$ cat config.mk
export PLATFORM = sky130hd
export DESIGN_NAME = hero_input
export DESIGN_NICKNAME = d
export VERILOG_FILES = /design/src/rtl/hero_input_pkg.sv /design/src/rtl/hero_input_button_debounce.sv /design/src/rtl/hero_input.sv
export SDC_FILE = /design/constraint.sdc
export NUM_CORES = 1
export LEC_CHECK = 0
export BUFFER_PORTS_ARGS = -buffer_cell sky130_fd_sc_hd__buf_4
export CAP_MARGIN = 15
export CORE_MARGIN = 2
export CORE_UTILIZATION = 58
export DETAILED_ROUTE_END_ITERATION = 10
export PLACE_DENSITY = 0.82
export SETUP_SLACK_MARGIN = 0.1
export SYNTH_ARGS = -nofsm -noshare
export SYNTH_HDL_FRONTEND = slang
export SYNTH_SLANG_ARGS = --single-unit
$ cat constraint.sdc
create_clock -name clk -period 1.8 [get_ports clk]
set_clock_uncertainty 0.2 [all_clocks]
set_input_delay 0.18 -clock clk [delete_from_list [all_inputs] [get_ports clk]]
set_output_delay 0.18 -clock clk [all_outputs]
set_load 0.05 [all_outputs]
$ cat src/rtl/hero_input_pkg.sv
// Shared game definitions: direction codes, attack code, button indices and
// the direction priority selector used by the hero input stage.
package hero_input_pkg;

    typedef enum logic [1:0] {
        DIR_DOWN  = 2'b00,
        DIR_UP    = 2'b01,
        DIR_RIGHT = 2'b10,
        DIR_LEFT  = 2'b11
    } dir_t;

    localparam logic [2:0] ATTACK_NONE = 3'b100;

    localparam int unsigned NUM_BTN   = 5;
    localparam int unsigned BTN_UP    = 0;
    localparam int unsigned BTN_DOWN  = 1;
    localparam int unsigned BTN_LEFT  = 2;
    localparam int unsigned BTN_RIGHT = 3;
    localparam int unsigned BTN_POWER = 4;

    typedef struct packed {
        logic up;
        logic down;
        logic left;
        logic right;
    } dir_set_t;

    // Simultaneous rises resolve up > down > left > right; no rise keeps cur.
    function automatic dir_t dir_select(input dir_set_t rise, input dir_t cur);
        dir_t sel;
        sel = cur;
        if (rise.up)
            sel = DIR_UP;
        else if (rise.down)
            sel = DIR_DOWN;
        else if (rise.left)
            sel = DIR_LEFT;
        else if (rise.right)
            sel = DIR_RIGHT;
        return sel;
    endfunction

endpackage

$ cat src/rtl/hero_input_button_debounce.sv
// One push-button: 2-flop synchroniser, stability counter, debounced level
// and a strobe marking the edge on which the level rises.
module button_debounce #(
    parameter int unsigned DEBOUNCE_CYCLES = 16
) (
    input  logic clk,
    input  logic rst,
    input  logic btn,
    output logic level,
    output logic rise
);

    localparam int unsigned CNT_W = $clog2(DEBOUNCE_CYCLES + 1);
    localparam logic [CNT_W-1:0] CNT_LAST = CNT_W'(DEBOUNCE_CYCLES - 1);

    logic             sync_meta;
    logic             sync_s;
    logic [CNT_W-1:0] cnt;
    logic             accept;

    // rise is asserted in the cycle before level goes high so that consumers
    // can register the event on the same edge that updates level.
    assign accept = (sync_s != level) && (cnt == CNT_LAST);
    assign rise   = accept && sync_s;

    always_ff @(posedge clk or posedge rst) begin
        if (rst) begin
            sync_meta <= 1'b0;
            sync_s    <= 1'b0;
            level     <= 1'b0;
            cnt       <= '0;
        end else begin
            sync_meta <= btn;
            sync_s    <= sync_meta;
            if (sync_s == level) begin
                cnt <= '0;
            end else if (accept) begin
                level <= sync_s;
                cnt   <= '0;
            end else begin
                cnt <= cnt + CNT_W'(1);
            end
        end
    end

endmodule

$ cat src/rtl/hero_input.sv
// Game input stage: debounces the five board buttons, latches hero facing on
// direction presses and emits a one-cycle power toggle pulse.
module hero_input
    import hero_input_pkg::*;
#(
    parameter int unsigned DEBOUNCE_CYCLES = 16
) (
    input  logic       clk,
    input  logic       rst,
    input  logic       btn_up,
    input  logic       btn_down,
    input  logic       btn_left,
    input  logic       btn_right,
    input  logic       btn_power,
    output logic [1:0] state_hero,
    output logic       pressing,
    output logic       pressed,
    output logic       power
);

    logic [NUM_BTN-1:0] raw;
    logic [NUM_BTN-1:0] level;
    logic [NUM_BTN-1:0] rise;
    dir_set_t           dir_rise;
    dir_t               hero_q;

    assign raw = {btn_power, btn_right, btn_left, btn_down, btn_up};

    for (genvar i = 0; i < NUM_BTN; i++) begin : g_btn
        button_debounce #(
            .DEBOUNCE_CYCLES(DEBOUNCE_CYCLES)
        ) u_debounce (
            .clk  (clk),
            .rst  (rst),
            .btn  (raw[i]),
            .level(level[i]),
            .rise (rise[i])
        );
    end

    assign dir_rise = '{
        up:    rise[BTN_UP],
        down:  rise[BTN_DOWN],
        left:  rise[BTN_LEFT],
        right: rise[BTN_RIGHT]
    };

    // Debounced levels are registered, so this OR cannot glitch.
    assign pressing = level[BTN_UP] | level[BTN_DOWN] | level[BTN_LEFT] | level[BTN_RIGHT];

    always_ff @(posedge clk or posedge rst) begin
        if (rst) begin
            hero_q  <= DIR_UP;
            pressed <= 1'b0;
            power   <= 1'b0;
        end else begin
            hero_q  <= dir_select(dir_rise, hero_q);
            pressed <= pressing;
            power   <= rise[BTN_POWER];
        end
    end

    assign state_hero = hero_q;

endmodule

# --- Yosys cells after proc, flatten, opt, wreduce, memory -nomap -nowiden ---
# Index checks and enable logic that the tools add are counted.
totals:
  out_inout_bits: 5
  wordCells: 81
  inputBits: 7
  register_bits: 44
classes:
  bitwise: 8
  eq_ne: 15
  n_addsub: 5
  n_mux: 14
  reduce_logical: 16
op_table:
  columns: ["op", "count"]
  rows:
  - ["2-to-1 mux 5 bit", 10]
  - ["adder 5 x 1 -> 5 bit (second input constant)", 5]
  - ["== test 5 x 4 -> 1 bit (second input constant)", 5]
  - ["logical AND 1 bit", 10]
  - ["AND reduction 2 bit", 5]
  - ["2-to-1 mux 2 bit", 4]
  - ["== test 1 bit", 5]
  - ["!= test 1 bit", 5]
  - ["inverter 1 bit", 5]
  - ["nonzero test 4 bit", 1]
  - ["bitwise OR 1 bit", 3]

# --- Logic depth before layout (Yosys ltp) ---
# Gate-level depths: netlist of the first run.
logic_depth:
  depth_word: 7
  ltp_mapped: 4
  mapped_depth_nobuf: 4

# --- Hierarchy ---
# A second synthesis of the first run with hierarchy kept.
hier_totals:
  hier_cells: 136
  hier_area_um2: 1756.7
by_module_without_submodules:
  columns: ["module", "seq_area_each_um2", "cells_each", "n_inst", "area_each_um2"]
  rows:
  - ["button_debounce", 200.2, 25, 5, 322.8]
  - ["hero_input", 101.3, 11, 1, 142.6]

# --- Worst setup path after synthesis of the first run ---
# Ideal clock, no wire load.
synth_path:
  kind: "register to register"
  startpoint: "register g_btn[0].u_debounce.level"
  endpoint: "register pressed"
  n_path_buf: 0
  synth_period_minus_slack_ps: 1614
  path_slack_ps: 186
  setup_time_ps: 244
  stages_incl_launch_ff: 2
  arrival_ps: 1170
  required_time_ps: 1356
  cell_sequence: "dfrtp_1 or4_1"
synth_via:
  elab_chain_cells: 3
synth_lines:
  columns: ["item", "line_no", "source"]
  rows:
  - ["from (decl)", "hero_input_button_debounce.sv:9", "output logic level,"]
  - ["from (signal assigned)", "hero_input_button_debounce.sv:38", "level <= sync_s;"]
  - ["bitwise OR 1 bit (3 in series)", "hero_input.sv:49", "assign pressing = level[BTN_UP] | level[BTN_DOWN] | level[BTN_LEFT] | level[BTN_RIGHT];"]
  - ["via pressing", "hero_input.sv:16", "output logic pressing,"]
  - ["to (signal assigned)", "hero_input.sv:58", "pressed <= pressing;"]
  - ["to (decl)", "hero_input.sv:17", "output logic pressed,"]
# The timed path passes the listed nets, and every way through them passes these cells.
# A chain may end at the register's enable or synchronous reset.

# --- Worst setup path after layout of the first run ---
layout_path:
  startpoint: "register g_btn[3].u_debounce.level"
  endpoint: "output port pressing"
layout_via:
  elab_chain_cells: 1
layout_lines:
  columns: ["item", "line_no"]
  rows:
  - ["from (decl)", "hero_input_button_debounce.sv:9"]
  - ["from (signal assigned)", "hero_input_button_debounce.sv:38"]
  - ["bitwise OR 1 bit", "hero_input.sv:49"]
  - ["to (decl)", "hero_input.sv:16"]
# Every way passes these cells.

==> results of run 1 <==
## layout by cell type (no fill, tap or decap), drive strengths merged
cell type	synthesis	layout
and4b	1	1
inv	5	5
nor4b	1	1
and2	5	5
dlygate4sd3	0	6
o221ai	1	1
nand3	9	9
dfstp	1	1
or2	1	1
clkbuf	0	8
mux2	4	4
nor2	16	16
nand4b	2	2
nand2b	2	2
a31oi	2	2
o311a	1	1
nand2	5	5
or4b	1	1
dfrtp	43	43
ha	5	5
xor2	15	15
or4	1	1
o21ai	4	4
buf	0	16
o2111ai	1	1
and3	6	6
## state kept, by name, summed over array words and instances (netlist names)
signal / flops
g_btn.u_debounce.cnt: 25
g_btn.u_debounce.level: 5
g_btn.u_debounce.sync_meta: 5
g_btn.u_debounce.sync_s: 5
power: 1
pressed: 1
state_hero: 2
## kinds of logic (layout without fill, tap and decap cells)
logic type | Yosys count | after routing | share of synthesized area (%)
and+or+nand+nor | 50 | 50 | 16.2
muxes | 4 | 4 | 2.66
AOI/OAI and AO/OA | 9 | 9 | 3.54
adders and majority gates | 5 | 5 | 3.69
buffers and inverters | 5 | 35 | 1.11
DFF | 44 | 44 | 65.0
xor gates and xnor gates | 15 | 15 | 7.75
## final timing paths
| kind | start | end | slack [ps] | cells past startpoint |
|---|---|---|---|---|
| max | g_btn[3].u_debounce.level | pressing | -60 | 2 |
| min | g_btn[2].u_debounce.sync_meta | g_btn[2].u_debounce.sync_s | 160 | 0 |
| max reg2reg | g_btn[2].u_debounce.cnt[0] | state_hero[1] | 170 | 4 |
| min reg2reg | g_btn[2].u_debounce.sync_meta | g_btn[2].u_debounce.sync_s | 160 | 0 |
| max in group asynchronous | rst | state_hero[0] | 680 | 4 |
| min in group asynchronous | rst | g_btn[4].u_debounce.cnt[3] | 330 | 4 |
## power groups by stage
stage	Sequential, mW	Clock (mW)	Combinational, mW
3_3_place_gp	1.07	0	0.0872
4_1_cts	1.06	0.457	0.107
2_1_floorplan	1.07	0	0.0650
5_1_grt	1.06	0.498	0.124
3_5_place_dp	1.08	0	0.0959
6_report	1.06	0.440	0.107
## critical path, delay by kind of cell, from the launching register on
family                 cells  cell delay, ps
AND/OR/NAND/NOR            1             530
flip-flops                 1             420
buffers and inverters      1             170
## cell usage after synthesis
| master | count | share of area [%] |
|---|---|---|
| xor2_1 | 15 | 7.7 |
| dfrtp_1 | 43 | 63 |
| nand4b_1 | 2 | 1.0 |
| dfstp_2 | 1 | 1.6 |
| o221ai_1 | 1 | 0.52 |
| inv_1 | 5 | 1.1 |
| or4_1 | 1 | 0.44 |
| or2_2 | 1 | 0.37 |
| a31oi_1 | 2 | 0.74 |
| ha_1 | 5 | 3.7 |
| nand3_1 | 8 | 2.4 |
| o2111ai_1 | 1 | 0.52 |
| and2_1 | 5 | 1.8 |
| mux2_2 | 4 | 2.7 |
| nand2_1 | 5 | 1.1 |
| and3_1 | 5 | 1.8 |
| and3_2 | 1 | 0.44 |
| o311a_1 | 1 | 0.59 |
| nor4b_1 | 1 | 0.52 |
| and4b_1 | 1 | 0.59 |
| nor2_1 | 16 | 3.5 |
| nand3_2 | 1 | 0.59 |
| nand2b_1 | 2 | 0.74 |
| or4b_4 | 1 | 0.81 |
| o21ai_0 | 4 | 1.2 |
## timing repair
item,4_1_cts,5_1_grt
hold endpoints to repair,48,0
resized for setup,2,2
setup buffers,1,3
hold buffers,6,0
pin swaps,0,1
setup endpoints to repair,1,2
## routing by layer
layer / share of wire [%] / vias to the layer above
met3: 3.9 / 5
met5: 0 / -
met4: 1.5 / 0
met1: 44 / 500
li1: - / 504
met2: 51 / 19
## layout make-up
type | count | area, um2
Multi-Input combinational cell | 83 | 583
Sequential cell | 44 | 1100
Clock buffer | 8 | 48.8
Inverter | 5 | 18.8
Tap cell | 31 | 38.8
Timing Repair Buffer | 22 | 184
Fill cell | 175 | 782
==> out/summary.txt, run 1 <==
mean area per synthesized cell: 12.8 um2
first-pass GRT wire length: 4680 um
grt total ovfl: 0
DRT iter0 DRCs: 43
Worst-Skew Late Latency: 350 ps
Post-Syn Area: 1700 um2
GRT Total Usage: 19.3%
syn_nets: 144
combinational power share: 6.7%
crit share post-route: 103%
Sink Count: 44
RSZ-0062 raised after global routing: true
Hold Path Class: reg2reg
critical path's slowest cell: or4_4
critical path endpoint category: output pin
Max Cap Viol: 0
Slew @ Worst Pin: 531 ps
die area: 3370 um2
H-Tree Depth: 2
clk buf depth: 2
pre-CTS WS: 128 ps
WHS: 159 ps
Max-slew headroom: 64.6%
Ys Warns: 0
clock transition at the registers of the reported paths: 120 ps
Tmin final: 1860 ps
Inst Count DP: 175
Critical Path RT: 1420 ps
Post-Route WL: 2680 um
Antenna Cells: 0
share of cells above drive strength 1: 20.4%
Flop pwr share: 65.9%
# rows: 19
drt first pass iters: 4
dpl hpwl: 1880 um
slowest stage delay, CP: 530 ps
Seq cells post-synth: 44
I/O pin count: 12
Int Pwr: 1.23 mW
TNS Setup: -55.3 ps
Crit path arrival time: 1480 ps
outcome: finished with violations
initial antenna violation count: 0
Die Ht: 58.1 um
pwr dens: 812 nW/um2
grt peak-use layer: met2
routability cong.: 0.826
Worst Path Max Fanout: 3
Setup CP Type: reg2out
Cell Area, Placed: 1820 um2
P_sw: 0.370 mW
Die X: 58.1 um
endpoints failing hold: 0
failing checks: negative setup slack
GR Util met2: 30.4%
met1 usage: 23.2%
cells after synthesis: 132
final setup margin: -55.3 ps
via count: 1,028
wire per inst: 13.9 um
largest net degree at the start of global routing: 45
Final Instance Area: 1980 um2
Peak VDD IR: 973 uV
Via-to-Cell Ratio: 5.33
Netlist cell types: 25
Starting Density: 61.5%
Syn-to-layout area delta: 16.5%
CTS tree: built
final cell count without fillers: 193
Slew Limit Fails: 0
Seq/Total Area, Yosys: 65.0%
sw frac: 23.1%
critical path startpoint category: register
clock power share: 27.4%
GRT met3 Usage: 7.81%
CTS buffer count: 5
fin util: 71.6%
CP cell instances: or4_4 -> buf_6
vias in the first global route: 1,071
Power Total: 1.60 mW
clock root cell: clkbuf_4
core area: 2760 um2
port bufs: 11
Setup violations, final: 1
post-route ant nets: 0
Layout Nets: 173
DRC Markers: 0
Max Fclk: 539 MHz
Leakage: 1.03 nW
(Power assumes the default switching activity.)
==> run 2: changes to the inputs <==
--- a/config.mk
+++ b/config.mk
@@ -8,9 +8,10 @@
 export BUFFER_PORTS_ARGS = -buffer_cell sky130_fd_sc_hd__buf_4
 export CAP_MARGIN = 15
 export CORE_MARGIN = 2
-export CORE_UTILIZATION = 58
+export CORE_UTILIZATION = 59
+export CTS_BUF_LIST = sky130_fd_sc_hd__clkbuf_2 sky130_fd_sc_hd__clkbuf_4 sky130_fd_sc_hd__clkbuf_8
 export DETAILED_ROUTE_END_ITERATION = 10
-export PLACE_DENSITY = 0.82
+export PLACE_DENSITY_LB_ADDON = 0.08
 export SETUP_SLACK_MARGIN = 0.1
 export SYNTH_ARGS = -nofsm -noshare
 export SYNTH_HDL_FRONTEND = slang
==> run 2 against run 1 <==
  * The run still ends with negative setup slack left
  * Sequential share of layout area shrank 0.42 points
  * Critical path depth did not move
  * Die area shrank 1.6%
  * Count of clock-buffer cells in the layout shrank 3
  * Combinational power barely moved
  * Clock power increased by 2%
  * Worst setup slack improved by 2.5 ps
  * First-iteration DRC count decreased by 53%
  * Sequential power barely moved
==> out/summary.txt, run 2 (synthesized netlist as in run 1, its figures left out) <==
Setup violations, final: 1 (unchanged)
CTS buffer count: 5 (unchanged)
clk buf depth: 2 (unchanged)
vias in the first global route: 1,076 (was 1,071)
Worst Reg-to-Reg Cells: 4 (unchanged)
DRC Markers: 0 (unchanged)
Setup CP Type: reg2out (unchanged)
Starting Density: 62.0% (was 61.5%)
largest net degree at the start of global routing: 45 (unchanged)
wire per inst: 13.6 um (was 13.9 um)
Die X: 57.6 um (was 58.1 um)
share of cells above drive strength 1: 22.7% (was 20.4%)
post-route ant nets: 0 (unchanged)
Sink Count: 44 (unchanged)
final setup margin: -52.7 ps (was -55.3 ps)
routability cong.: 0.710 (was 0.826)
port bufs: 11 (unchanged)
Layout Nets: 174 (was 173)
outcome: finished with violations (unchanged)
clock root cell: clkbuf_4 (unchanged)
RSZ-0062 raised after global routing: true (unchanged)
critical path startpoint category: register (unchanged)
H-Tree Depth: 2 (unchanged)
pre-CTS WS: 118 ps (was 128 ps)
Peak VDD IR: 860 uV (was 973 uV)
failing checks: negative setup slack (unchanged)
core area: 2730 um2 (was 2760 um2)
Max Cap Viol: 0 (unchanged)
# rows: 19 (unchanged)
max FFs per register: 25 (unchanged)
most frequent cells in the layout: dfrtp_1, nor2_1, buf_4 (was dfrtp_1, nor2_1, xor2_1, buf_4, nand3_1)
die area: 3320 um2 (was 3370 um2)
Max-slew headroom: 65.1% (was 64.6%)
Worst-Skew Late Latency: 340 ps (was 350 ps)
largest register by flop count: g_btn.u_debounce.cnt (unchanged)
DRT iter0 DRCs: 20 (was 43)
Slew Limit Fails: 0 (unchanged)
Via-to-Cell Ratio: 5.48 (was 5.33)
via count: 1,064 (was 1,028)
Inst Count DP: 175 (unchanged)
Crit path arrival time: 1470 ps (was 1480 ps)
Leakage: 1.04 nW (was 1.03 nW)
Hold Path Class: reg2reg (unchanged)
initial antenna violation count: 0 (unchanged)
Critical Path RT: 1420 ps (about the same)
Worst Path Max Fanout: 2 (was 3)
Die Ht: 57.6 um (was 58.1 um)
commonest non-fill, non-tap cell in the layout: dfrtp_1 (unchanged)
Tmin final: 1850 ps (was 1860 ps)
grt total ovfl: 0 (unchanged)
pwr dens: 812 nW/um2 (about the same)
CTS tree: built (unchanged)
Syn-to-layout area delta: 17.4% (was 16.5%)
dpl hpwl: 1810 um (was 1880 um)
clock transition at the registers of the reported paths: 130 ps (was 120 ps)
Post-Route WL: 2640 um (was 2680 um)
drt first pass iters: 4 (unchanged)
crit share post-route: 103% (about the same)
final cell count without fillers: 194 (was 193)
critical path endpoint category: output pin (unchanged)
endpoints failing hold: 0 (unchanged)
Power Total: 1.62 mW (was 1.60 mW)
Slew @ Worst Pin: 523 ps (was 531 ps)
I/O pin count: 12 (unchanged)
first-pass GRT wire length: 4620 um (was 4680 um)
Antenna Cells: 0 (unchanged)
Max Fclk: 540 MHz (was 539 MHz)
hold depth: 0 (unchanged)
GRT Total Usage: 18.9% (was 19.3%)
[run 2: final cells by class]
class	instances	area [um2]
multi-input cells	83	583
inverters	5	18.8
clock buffers	5	37.5
flip-flops and latches	44	1100
clock inverters	3	18.8
fillers	202	743
well taps	31	38.8
repair buffers	23	191
[run 2: what timing repair did]
action | in CTS | in global routing
resized for setup | 2 | 2
hold buffers | 6 | 0
setup buffers | 2 | 3
hold endpoints to repair | 48 | 0
setup endpoints to repair | 1 | 2
[run 2: per-layer routing]
metal | part of all wire [%] | global-route usage [%] | up-vias
met4 | 2.1 | 9.97 | 0
li1 | - | - | 509
met2 | 51 | 30.5 | 21
met5 | 0 | 0 | -
met1 | 44 | 23.3 | 526
met3 | 3.5 | 4.99 | 8
[run 2: critical path, cell delays in order, from the launching register on]
cell	delay, ps
dfrtp_1	410
or4_4	550
buf_6	170
[run 2: where the power goes]
group	internal (mW)	leakage, nW	switching, mW
Clock	0.150	0.0349	0.300
Sequential	1.03	0.575	0.0298
Combinational	0.0529	0.431	0.0564
Total	1.23	1.04	0.386
[run 2: per-stage QoR]
step / util [%] / hold WS, ps / TNS, ps / cell area [um2]
after floorplan: - / 11.4 / 0 / 1700
after global routing: 72.8 / 170 / -111 / 1990
after global placement: 66.7 / 89.8 / 0 / 1820
after detailed placement: 66.7 / 90.6 / 0 / 1820
final: 72.8 / 164 / -52.7 / 1990
after CTS: 71.8 / 169 / -74.8 / 1960
[run 2: final timing paths]
path	startpoint	slack [ps]	endpoint
max	g_btn[0].u_debounce.level	-50	pressing
max in group asynchronous	rst	710	state_hero[0]
min in group asynchronous	rst	320	g_btn[1].u_debounce.sync_meta
min	g_btn[1].u_debounce.sync_meta	160	g_btn[1].u_debounce.sync_s
min reg2reg	g_btn[1].u_debounce.sync_meta	160	g_btn[1].u_debounce.sync_s
max reg2reg	g_btn[0].u_debounce.cnt[0]	150	state_hero[1]
==> run 3: changes to the inputs <==
--- a/config.mk
+++ b/config.mk
@@ -15,4 +15,5 @@
 export SETUP_SLACK_MARGIN = 0.1
 export SYNTH_ARGS = -nofsm -noshare
 export SYNTH_HDL_FRONTEND = slang
+export SYNTH_HIERARCHICAL = 1
 export SYNTH_SLANG_ARGS = --single-unit
==> run 3 against run 2 <==
  * The run still ends with negative setup slack left
  * Critical path type unchanged
  * Global-route usage up 1.4 points
  * Design area up 7.6%
  * Utilization increased by 4.2 points
  * Highest routed layer unchanged
==> out/summary.txt, run 3 <==
clock root cell: clkbuf_4 (unchanged)
wire per inst: 14.1 um (was 13.6 um)
most frequent cells in the layout: dfrtp_1, buf_4, nor2_1, xor2_1, inv_1 (was dfrtp_1, nor2_1, buf_4)
post-route ant nets: 0 (unchanged)
Slew @ Worst Pin: 307 ps (was 523 ps)
DRC Markers: 0 (unchanged)
Worst Path Max Fanout: 2 (unchanged)
worst reg2reg path startpoint: g_btn[1].u_debounce/cnt[1] (was g_btn[0].u_debounce.cnt[0])
Final Instance Area: 2140 um2 (was 1990 um2)
Netlist cell types: 18 (was 25)
Yosys top cell by area: dfrtp_1 (unchanged)
Hold Path Class: in2async (was reg2reg)
Max-slew headroom: 79.5% (was 65.1%)
DRT iter0 DRCs: 22 (was 20)
core area: 2780 um2 (was 2730 um2)
Ys Warns: 6 (was 0)
Synth top area share: 61.3% (was 63.5%)
Inst Count DP: 179 (was 175)
CTS tree: built (unchanged)
Via-to-Cell Ratio: 5.24 (was 5.48)
pwr dens: 801 nW/um2 (was 812 nW/um2)
largest net degree at the start of global routing: 14 (was 45)
RR Endpoint: state_hero[0] (was state_hero[1])
final cell count without fillers: 198 (was 194)
failing checks: negative setup slack (unchanged)
CP cell instances: or4_4 -> buf_8 (was or4_4 -> buf_6)
Crit path arrival time: 1480 ps (was 1470 ps)
WP buf/inv: 1 (unchanged)
Setup violations, final: 1 (unchanged)
GRT Total Usage: 20.3% (was 18.9%)
endpoints failing hold: 0 (unchanged)
Max Fclk: 539 MHz (was 540 MHz)
outcome: finished with violations (unchanged)
initial antenna violation count: 0 (unchanged)
Critical Path RT: 1420 ps (about the same)
Starting Density: 63.2% (was 62.0%)
drt first pass iters: 4 (unchanged)
fin util: 77.0% (was 72.8%)
Post-synth EDFFs: 0 (unchanged)
WHS: 86.8 ps (was 164 ps)
Antenna Cells: 0 (unchanged)
Slew Limit Fails: 0 (unchanged)
critical path endpoint category: output pin (unchanged)
Die X: 58.6 um (was 57.6 um)
Tmin final: 1860 ps (was 1850 ps)
Max Cap Viol: 0 (unchanged)
critical path's slowest cell: or4_4 (unchanged)
first-pass GRT wire length: 4890 um (was 4620 um)
Setup CP Type: reg2out (unchanged)
critical path startpoint category: register (unchanged)
Cell Area, Placed: 1890 um2 (was 1820 um2)
Power Total: 1.72 mW (was 1.62 mW)
reg-to-reg slack, setup: 180 ps (was 150 ps)
port bufs: 11 (unchanged)
crit path launch: g_btn[1].u_debounce/level (was g_btn[0].u_debounce.level)
final setup margin: -55.1 ps (was -52.7 ps)
CTS buffer count: 5 (unchanged)
dpl hpwl: 1950 um (was 1810 um)
max FFs per register: 25 (unchanged)
mean area per synthesized cell: 12.9 um2 (was 12.8 um2)
Die Ht: 58.6 um (was 57.6 um)
grt total ovfl: 0 (unchanged)
TNS Setup: -55.1 ps (was -52.7 ps)
vias in the first global route: 1,105 (was 1,076)
# fillers: 182 (was 202)
ys async rst share: 100% (unchanged)
count leader, synth: dfrtp_1 (unchanged)
pre-CTS WS: 40.4 ps (was 118 ps)
RSZ-0062 raised after global routing: true (unchanged)
register area: 1100 um2 (about the same)
top_reg_cell synth: dfrtp_1 (unchanged)
top post-synthesis cells by count: dfrtp_1, nor2_1, xor2_1 (unchanged)
Layout Nets: 178 (was 174)
clk buf depth: 2 (unchanged)
# rows: 19 (unchanged)
Seq/Total Area, Yosys: 62.7% (was 65.0%)
cell family with most CP delay: simple AND/OR/NAND/NOR gates (unchanged)
Seq cells post-synth: 44 (unchanged)
commonest non-fill, non-tap cell in the layout: dfrtp_1 (unchanged)
cells after synthesis: 136 (was 132)
Syn-to-layout area delta: 21.9% (was 17.4%)
Post-Syn Area: 1760 um2 (was 1700 um2)
Post-Route WL: 2790 um (was 2640 um)
Sink Count: 44 (unchanged)
Leakage: 1.11 nW (was 1.04 nW)
crit share post-route: 103% (about the same)
largest register by flop count: g_btn.u_debounce/cnt (was g_btn.u_debounce.cnt)
Multi-input gate area: 687 um2 (was 583 um2)
clock transition at the registers of the reported paths: 130 ps (about the same)
H-Tree Depth: 2 (unchanged)
share of cells above drive strength 1: 35.3% (was 22.7%)
slowest stage delay, CP: 540 ps (was 550 ps)
largest cells by area after synthesis: dfrtp_1, xor2_1, ha_1, mux2_1, nor2_1 (was dfrtp_1, xor2_1, ha_1, nor2_1, mux2_2)
die area: 3430 um2 (was 3320 um2)
Worst-Skew Late Latency: 350 ps (was 340 ps)
syn_nets: 148 (was 144)
via count: 1,038 (was 1,064)
Peak VDD IR: 796 uV (was 860 uV)
I/O pin count: 12 (unchanged)
routability cong.: 0.774 (was 0.710)
Worst Reg-to-Reg Cells: 6 (was 4)
run 3: timing repair:
action                                 4_1_cts  5_1_grt
setup buffers                                4        1
endpoints found under the hold margin       49        0
hold buffers                                 6        0
gates resized for setup                      9        6
setup endpoints to repair                    3        3
cloned                                       0        0
pin swaps                                    4        1
run 3: area by class of cell:
cell class / count / area share [%]
Clock buffer: 8 / 3.39
Inverter: 12 / 2.10
Multi-Input combinational cell: 80 / 32.1
Sequential cell: 44 / 51.5
Tap cell: 31 / 1.81
Timing Repair Buffer: 23 / 9.11
run 3: worst register-to-register path: stages (launching register included):
cell and delay, ps:
dfrtp_1 420, ha_4 170, nand3_4 100, nor4b_4 230, buf_4 160, inv_1 40, a211o_1 250
run 3: how the worst max path moves through the flow:
| stage | to | slack (ps) | cells past startpoint |
|---|---|---|---|
| floorplan | state_hero[0] | 140 | 5 |
| global placement | state_hero[0] | 120 | 6 |
| detailed placement | state_hero[0] | 40 | 6 |
| CTS | pressing | -80 | 2 |
| global route | pressing | -120 | 2 |
| finish | pressing | -60 | 2 |
run 3: kinds of logic after synthesis:
| logic type | count (synthesis) | share of synthesized area [%] |
|---|---|---|
| AOI/OAI and AO/OA | 6 | 2.99 |
| buffers and inverters | 12 | 2.56 |
| adders and majority gates | 5 | 3.56 |
| and+or+nand+nor | 49 | 17.5 |
| DFF | 44 | 62.7 |
| xor gates and xnor gates | 15 | 7.48 |
| muxes | 5 | 3.20 |
run 3: power by group:
part           total (mW)  switching, mW  internal (mW)
combinational       0.120         0.0606         0.0590
clock               0.538          0.293          0.245
sequential           1.06         0.0310           1.03
total                1.72          0.385           1.33
run 3: routing by layer:
metal | routed length (um) | global-route usage [%]
met3 | 74 | 6.59
met1 | 1190 | 24.5
met4 | 57 | 9.97
met5 | 0 | 0
met2 | 1470 | 32.7
